**src/rtl/sram_arb_pkg.sv**
```systemverilog
// ----------------------------------------------------------------------------
// sram_arb_pkg
// Purpose : shared types, default widths and the priority helper for the
//           SRAM access arbiter and its read-tag pipeline.
// Contents: arb_owner_t  - SRAM owner / read-tag encoding
//           SRAM_*       - default address/data width, read latency, burst cap
//           arb_pick()   - fixed-priority selection VGA > UART > MIC
// ----------------------------------------------------------------------------
package sram_arb_pkg;

  localparam int unsigned SRAM_ADDR_W    = 18;
  localparam int unsigned SRAM_DATA_W    = 16;
  localparam int unsigned SRAM_RD_LAT    = 2;
  localparam int unsigned SRAM_MAX_BURST = 16;

  typedef enum logic [1:0] {
    ARB_NONE = 2'd0,
    ARB_VGA  = 2'd1,
    ARB_UART = 2'd2,
    ARB_MIC  = 2'd3
  } arb_owner_t;

  // Highest-priority active requester, or ARB_NONE when nobody asks.
  function automatic arb_owner_t arb_pick(input logic vga, input logic uart,
                                          input logic mic);
    arb_owner_t owner;
    owner = ARB_NONE;
    if (vga)       owner = ARB_VGA;
    else if (uart) owner = ARB_UART;
    else if (mic)  owner = ARB_MIC;
    return owner;
  endfunction

endpackage : sram_arb_pkg

```
**src/rtl/sram_read_tag_pipe.sv**
```systemverilog
// ----------------------------------------------------------------------------
// sram_read_tag_pipe
// Purpose : DEPTH-deep shift register of owner tags. A tag pushed alongside
//           an SRAM read address emerges exactly when that read's data is
//           valid, so read data is steered by who issued it, not by who owns
//           the SRAM at return time.
// Ports   : CLOCK_50_I  in   system clock
//           resetn      in   async active-low reset (flushes all stages)
//           i_tag       in   tag of the access issued this cycle
//           o_tag       out  tag of the access whose data returns this cycle
// ----------------------------------------------------------------------------
module sram_read_tag_pipe
  import sram_arb_pkg::*;
#(
  parameter int unsigned DEPTH = SRAM_RD_LAT
) (
  input  logic       CLOCK_50_I,
  input  logic       resetn,
  input  arb_owner_t i_tag,
  output arb_owner_t o_tag
);

  arb_owner_t r_stage [DEPTH];

  // Shift pipe; reset empties it so pre-reset reads never report valid.
  always_ff @(posedge CLOCK_50_I or negedge resetn) begin
    if (!resetn) begin
      for (int i = 0; i < int'(DEPTH); i++) r_stage[i] <= ARB_NONE;
    end else begin
      r_stage[0] <= i_tag;
      for (int i = 1; i < int'(DEPTH); i++) r_stage[i] <= r_stage[i-1];
    end
  end

  assign o_tag = r_stage[DEPTH-1];

endmodule : sram_read_tag_pipe

```
**src/rtl/sram_access_arbiter.sv**
```systemverilog
// ----------------------------------------------------------------------------
// sram_access_arbiter
// Purpose : shares the single-port SRAM_controller between the VGA reader,
//           UART writer and MIC17 decompressor. Fixed priority
//           VGA > UART > MIC with sticky grants; UART/MIC ownership is capped
//           at MAX_BURST cycles while a higher-priority request waits. Reads
//           are tagged so returning data is flagged to the issuing requester.
// Optional: define SRAM_ARB_STATS_EN to add per-requester granted-cycle
//           counters (stat_clr, stat_vga_cnt, stat_uart_cnt, stat_mic_cnt).
// Ports   : CLOCK_50_I, resetn              clock, async active-low reset
//           vga_req/addr  -> vga_gnt, vga_rvalid         (read-only)
//           uart_req/addr/wdata/we_n -> uart_gnt         (write-only)
//           mic_req/addr/wdata/we_n  -> mic_gnt, mic_rvalid
//           SRAM_address, SRAM_write_data, SRAM_we_n     to SRAM_controller
//           stat_* (SRAM_ARB_STATS_EN only)              usage counters
// ----------------------------------------------------------------------------
module sram_access_arbiter
  import sram_arb_pkg::*;
#(
  parameter int unsigned ADDR_W       = SRAM_ADDR_W,
  parameter int unsigned DATA_W       = SRAM_DATA_W,
  parameter int unsigned READ_LATENCY = SRAM_RD_LAT,
  parameter int unsigned MAX_BURST    = SRAM_MAX_BURST
) (
  input  logic              CLOCK_50_I,
  input  logic              resetn,
  input  logic              vga_req,
  input  logic [ADDR_W-1:0] vga_addr,
  output logic              vga_gnt,
  output logic              vga_rvalid,
  input  logic              uart_req,
  input  logic [ADDR_W-1:0] uart_addr,
  input  logic [DATA_W-1:0] uart_wdata,
  input  logic              uart_we_n,
  output logic              uart_gnt,
  input  logic              mic_req,
  input  logic [ADDR_W-1:0] mic_addr,
  input  logic [DATA_W-1:0] mic_wdata,
  input  logic              mic_we_n,
  output logic              mic_gnt,
  output logic              mic_rvalid,
`ifdef SRAM_ARB_STATS_EN
  input  logic              stat_clr,
  output logic [31:0]       stat_vga_cnt,
  output logic [31:0]       stat_uart_cnt,
  output logic [31:0]       stat_mic_cnt,
`endif
  output logic [ADDR_W-1:0] SRAM_address,
  output logic [DATA_W-1:0] SRAM_write_data,
  output logic              SRAM_we_n
);

  localparam int unsigned CNT_W = $clog2(MAX_BURST + 1);

  arb_owner_t       r_owner;
  logic [CNT_W-1:0] r_burst_cnt;
  logic             r_vga_gnt;
  logic             r_uart_gnt;
  logic             r_mic_gnt;

  arb_owner_t       w_next_owner;
  arb_owner_t       w_issue_tag;
  arb_owner_t       w_exit_tag;
  logic             w_cap_hit;
  logic             w_owner_req;

  // Burst limit reached; >= keeps the cap effective after saturation so a
  // late higher-priority request still gets the bus within one cycle.
  assign w_cap_hit = (r_burst_cnt >= CNT_W'(MAX_BURST - 1));

  // Next owner: sticky while req holds, re-arbitrate on release or burst cap.
  always_comb begin
    w_next_owner = r_owner;
    case (r_owner)
      ARB_NONE: w_next_owner = arb_pick(vga_req, uart_req, mic_req);
      ARB_VGA: begin
        if (!vga_req) w_next_owner = arb_pick(1'b0, uart_req, mic_req);
      end
      ARB_UART: begin
        if (!uart_req)                w_next_owner = arb_pick(vga_req, 1'b0, mic_req);
        else if (w_cap_hit && vga_req) w_next_owner = ARB_VGA;
      end
      ARB_MIC: begin
        if (!mic_req) w_next_owner = arb_pick(vga_req, uart_req, 1'b0);
        else if (w_cap_hit && (vga_req || uart_req))
          w_next_owner = arb_pick(vga_req, uart_req, 1'b0);
      end
      default: w_next_owner = ARB_NONE;
    endcase
  end

  // Owner state, registered grants and burst counter.
  always_ff @(posedge CLOCK_50_I or negedge resetn) begin
    if (!resetn) begin
      r_owner     <= ARB_NONE;
      r_burst_cnt <= '0;
      r_vga_gnt   <= 1'b0;
      r_uart_gnt  <= 1'b0;
      r_mic_gnt   <= 1'b0;
    end else begin
      r_owner    <= w_next_owner;
      r_vga_gnt  <= (w_next_owner == ARB_VGA);
      r_uart_gnt <= (w_next_owner == ARB_UART);
      r_mic_gnt  <= (w_next_owner == ARB_MIC);
      if (w_next_owner != r_owner)
        r_burst_cnt <= '0;
      else if ((r_owner != ARB_NONE) && (r_burst_cnt < CNT_W'(MAX_BURST)))
        r_burst_cnt <= r_burst_cnt + CNT_W'(1);
    end
  end

  assign vga_gnt  = r_vga_gnt;
  assign uart_gnt = r_uart_gnt;
  assign mic_gnt  = r_mic_gnt;

  // SRAM mux follows the current owner; a dropped req forces a read (no write).
  always_comb begin
    SRAM_address    = '0;
    SRAM_write_data = '0;
    SRAM_we_n       = 1'b1;
    w_owner_req     = 1'b0;
    case (r_owner)
      ARB_VGA: begin
        SRAM_address = vga_addr;
        w_owner_req  = vga_req;
      end
      ARB_UART: begin
        SRAM_address    = uart_addr;
        SRAM_write_data = uart_wdata;
        SRAM_we_n       = uart_we_n | ~uart_req;
        w_owner_req     = uart_req;
      end
      ARB_MIC: begin
        SRAM_address    = mic_addr;
        SRAM_write_data = mic_wdata;
        SRAM_we_n       = mic_we_n | ~mic_req;
        w_owner_req     = mic_req;
      end
      default: ;
    endcase
  end

  // Only genuine reads (owner asking, not writing) enter the tag pipe.
  assign w_issue_tag = (w_owner_req && SRAM_we_n) ? r_owner : ARB_NONE;

  sram_read_tag_pipe #(
    .DEPTH (READ_LATENCY)
  ) u_tag_pipe (
    .CLOCK_50_I (CLOCK_50_I),
    .resetn     (resetn),
    .i_tag      (w_issue_tag),
    .o_tag      (w_exit_tag)
  );

  assign vga_rvalid = (w_exit_tag == ARB_VGA);
  assign mic_rvalid = (w_exit_tag == ARB_MIC);

`ifdef SRAM_ARB_STATS_EN
  localparam logic [31:0] STAT_MAX = 32'hFFFF_FFFF;

  logic [31:0] r_stat_vga;
  logic [31:0] r_stat_uart;
  logic [31:0] r_stat_mic;

  // Granted-with-request cycle counters, saturating, synchronous clear.
  always_ff @(posedge CLOCK_50_I or negedge resetn) begin
    if (!resetn) begin
      r_stat_vga  <= '0;
      r_stat_uart <= '0;
      r_stat_mic  <= '0;
    end else if (stat_clr) begin
      r_stat_vga  <= '0;
      r_stat_uart <= '0;
      r_stat_mic  <= '0;
    end else begin
      if ((r_owner == ARB_VGA) && vga_req && (r_stat_vga != STAT_MAX))
        r_stat_vga <= r_stat_vga + 32'd1;
      if ((r_owner == ARB_UART) && uart_req && (r_stat_uart != STAT_MAX))
        r_stat_uart <= r_stat_uart + 32'd1;
      if ((r_owner == ARB_MIC) && mic_req && (r_stat_mic != STAT_MAX))
        r_stat_mic <= r_stat_mic + 32'd1;
    end
  end

  assign stat_vga_cnt  = r_stat_vga;
  assign stat_uart_cnt = r_stat_uart;
  assign stat_mic_cnt  = r_stat_mic;
`endif

endmodule : sram_access_arbiter

```
**config.mk**
```make
export PLATFORM = sky130hd
export DESIGN_NAME = sram_access_arbiter
export DESIGN_NICKNAME = d
export VERILOG_FILES = /design/src/rtl/sram_arb_pkg.sv /design/src/rtl/sram_read_tag_pipe.sv /design/src/rtl/sram_access_arbiter.sv
export SDC_FILE = /design/constraint.sdc
export NUM_CORES = 1
export LEC_CHECK = 0
export CORE_MARGIN = 2
export CORE_UTILIZATION = 33
export CTS_BUF_LIST = sky130_fd_sc_hd__clkbuf_8
export CTS_CLUSTER_SIZE = 12
export DETAILED_ROUTE_END_ITERATION = 7
export GPL_TIMING_DRIVEN = 0
export HOLD_SLACK_MARGIN = 0.15
export PLACE_DENSITY_LB_ADDON = 0.1
export RECOVER_POWER = 50
export SYNTH_ARGS = -nofsm -noshare
export SYNTH_HDL_FRONTEND = slang
export SYNTH_SLANG_ARGS = --single-unit
```
**constraint.sdc**
```tcl
create_clock -name CLOCK_50_I -period 5.2 [get_ports CLOCK_50_I]
set_input_delay 1.04 -clock CLOCK_50_I [delete_from_list [all_inputs] [get_ports CLOCK_50_I]]
set_output_delay 1.04 -clock CLOCK_50_I [all_outputs]
set_load 0.01 [all_outputs]
```
==> metrics.yaml <==
status: "finished, final reports clean"
layout_commonest_cell: "clkdlybuf4s50_1"
critPathLaunchType: "input pin"
critical_path.endpoint: "SRAM_we_n"
ctsResizeCount: 0
wl_mm: 4.78
place_congestion: 0.740
dp_hpwl_mm: 3.98
fin_nets: 392
hp-class: "reg -> reg"
vdd_drop_max_v: 0.0000828
clock.fmax_mhz: 279
r2r_start: "r_burst_cnt[0]$_DFFE_PN0P_"
critPathMaxStageDelay_ns: 0.67
ant_nets: 0
hold_viol: 0
cp-startpoint: "mic_req"
period_share_pct: 68.9
n_fill_cell: 357
mostFrequentLayoutCells: "clkdlybuf4s50_1, mux2i_1, nand2_1"
yosysWarnings: 0
crit_top_cell: "nand2_1"
cts_sinks: 14
htreeDepth: 1
globalRouteMet3Util_pct: 6.09
diodes: 0
pre_cts_ws_ns: 1.63
routed-via-count: 1609
first_pass_iters: 4
syn_area_um2: 1350
cp.required_ns: 4.16
clock-root-buffer: "clkbuf_8"
grt_pass1_wl_mm: 6.86
skew_ns: 0.00162
drc_errors: 0
netlist_top_cells_area: "dfrtp_1, mux2i_1, nor2b_1"
dp.cells: 342
fin_crit_ns: 3.58
drv_slew: 0
synth_edf_count: 0
synth.distinct_cells: 35
grt_pass1_vias: 1495
synth.yosys.seq_area_share_pct: 26.0
worstPathMaxFanout: 6
pwr_density_cell_nw_per_um2: 190
wire_per_inst_um: 13.8
synthCells: 160
cts_buffers: 3
clockBufferDepth: 2
rr_endpoint: "mic_gnt$_DFF_PN0_"
final_layout_size_suffix_gt1_share_pct: 4.73
initial_core_util_pct: 34.0
avgSynthCellArea_um2: 8.43
clk_latency_ns: 0.24
met2_usage_pct: 33.9
critPathTopFamily: "buffers and inverters"
holdBufCountCts: 0
post-cts-setup-buffer-count: 0
busiest_layer: "met2"
cts.reportedPaths.clkPinSlew_ns: 0.06
hp-start: "u_tag_pipe.r_stage[2]$_DFF_PN0_"
slowest_stage: "dlygate4sd3_1"
layout.cells.non_filler: 346
use_met1_pct: 22.9
tns_ns: 0
grt_remaining_overflow: 0
synth-main-ff-cell: "dfrtp_1"
maxCapViolCount: 0
p_leak_nw: 1.19
core_um2: 3970
dieArea_um2: 4610
first_iter_violations: 34
setup_ws_ns: 1.62
antenna_found_initial: 0
rr_worst_depth: 7
rrSetupSlack_ns: 3.05
crit_buf_inv: 2
io_buffers: 132
syn_to_final_growth_pct: 104
total_power_mw: 0.522
die_h_um: 67.9
critPathCaptureType: "primary output"
ios: 133
grt_max_degree: 15
rows: 23
finalSetupViolCount: 0
path_class: "in -> out"
fp.dieW_um: 67.9
synthArstFlopShare_pct: 100
synth_nets: 255
path_cells: "dlygate4sd3_1 > nand2_1 > o22ai_1 > nand2_1 > clkdlybuf4s50_1"
maxSlewHeadroom_pct: 57.7
rsz0062_at_grt: "no"
tightestPinTransition_ns: 0.631
grt_use_total_pct: 19.3
cp.depth: 5
viasPerCell: 4.65
arrival_ns: 2.54
yosys.area.top_type: "dfrtp_1"
ys_ff_latch: 14
synth.top_cell.area_share_pct: 26.0
cts_tree: "yes"
fin_util_pct: 69.4
## Yosys cell counts, types with 2 or more instances
cell and count:
mux2i_1 35, nand2_1 21, nor2b_1 18, dfrtp_1 14, o21ai_1 11, nor2_1 7
o21ai_0 7, buf_2 6, nand2b_1 4, a21oi_1 3, clkbuf_1 3, inv_1 3
and2_1 2, buf_4 2, ha_1 2, o22ai_1 2, xor2_1 2
## layer usage
| layer | up-vias | wire (um) |
|---|---|---|
| met2 | 58 | 2540 |
| met1 | 722 | 1860 |
| li1 | 825 | - |
| met5 | - | 0 |
| met4 | 0 | 29 |
| met3 | 4 | 356 |
## through the flow
stage / hold slack (ns) / cell area, um^2
finish: 0.354 / 2760
global route: 0.360 / 2760
CTS: 0.357 / 2790
detailed placement: 0.344 / 2730
global placement: 0.332 / 2730
floorplan: 0.331 / 1350
## sequential cells by signal (all words and copies together) (netlist names)
register	cells
r_owner	2
u_tag_pipe.o_tag	2
uart_gnt	1
u_tag_pipe.r_stage	2
r_burst_cnt	5
mic_gnt	1
vga_gnt	1
## kinds of logic after synthesis
logic type	synth area share, %
fa+ha+maj	1.85
simple gates	24.3
compound gates	14.1
xor+xnor	1.95
flops	26.0
buf+inv	5.01
mux	26.8
## how the worst min path moves through the flow
stage	end	slack, ns	cells past startpoint
after floorplan	u_tag_pipe.o_tag[0]$_DFF_PN0_	0.33	0
after global placement	u_tag_pipe.o_tag[1]$_DFF_PN0_	0.33	0
after global routing	u_tag_pipe.o_tag[1]$_DFF_PN0_	0.36	0
after CTS	u_tag_pipe.o_tag[0]$_DFF_PN0_	0.36	0
after detailed placement	u_tag_pipe.o_tag[0]$_DFF_PN0_	0.34	0
final	u_tag_pipe.o_tag[0]$_DFF_PN0_	0.35	0
## cell type report
class / count / area, um^2 / share of cell area (%)
repair buffers: 132 / 1320 / 47.9
inverters: 3 / 11.3 / 0.409
multi-input cells: 132 / 900 / 32.6
well taps: 50 / 62.6 / 2.27
flip-flops and latches: 14 / 350 / 12.7
plain buffers: 11 / 56.3 / 2.04
clock buffers: 4 / 55.1 / 2.00
## report_power, final
group | leakage (nW) | internal (mW) | switching [mW]
registers | 0.182 | 0.121 | 0.00846
logic | 0.984 | 0.176 | 0.113
clock network | 0.0288 | 0.0670 | 0.0367
total | 1.19 | 0.365 | 0.158
Power figures use the tool's default switching activity.
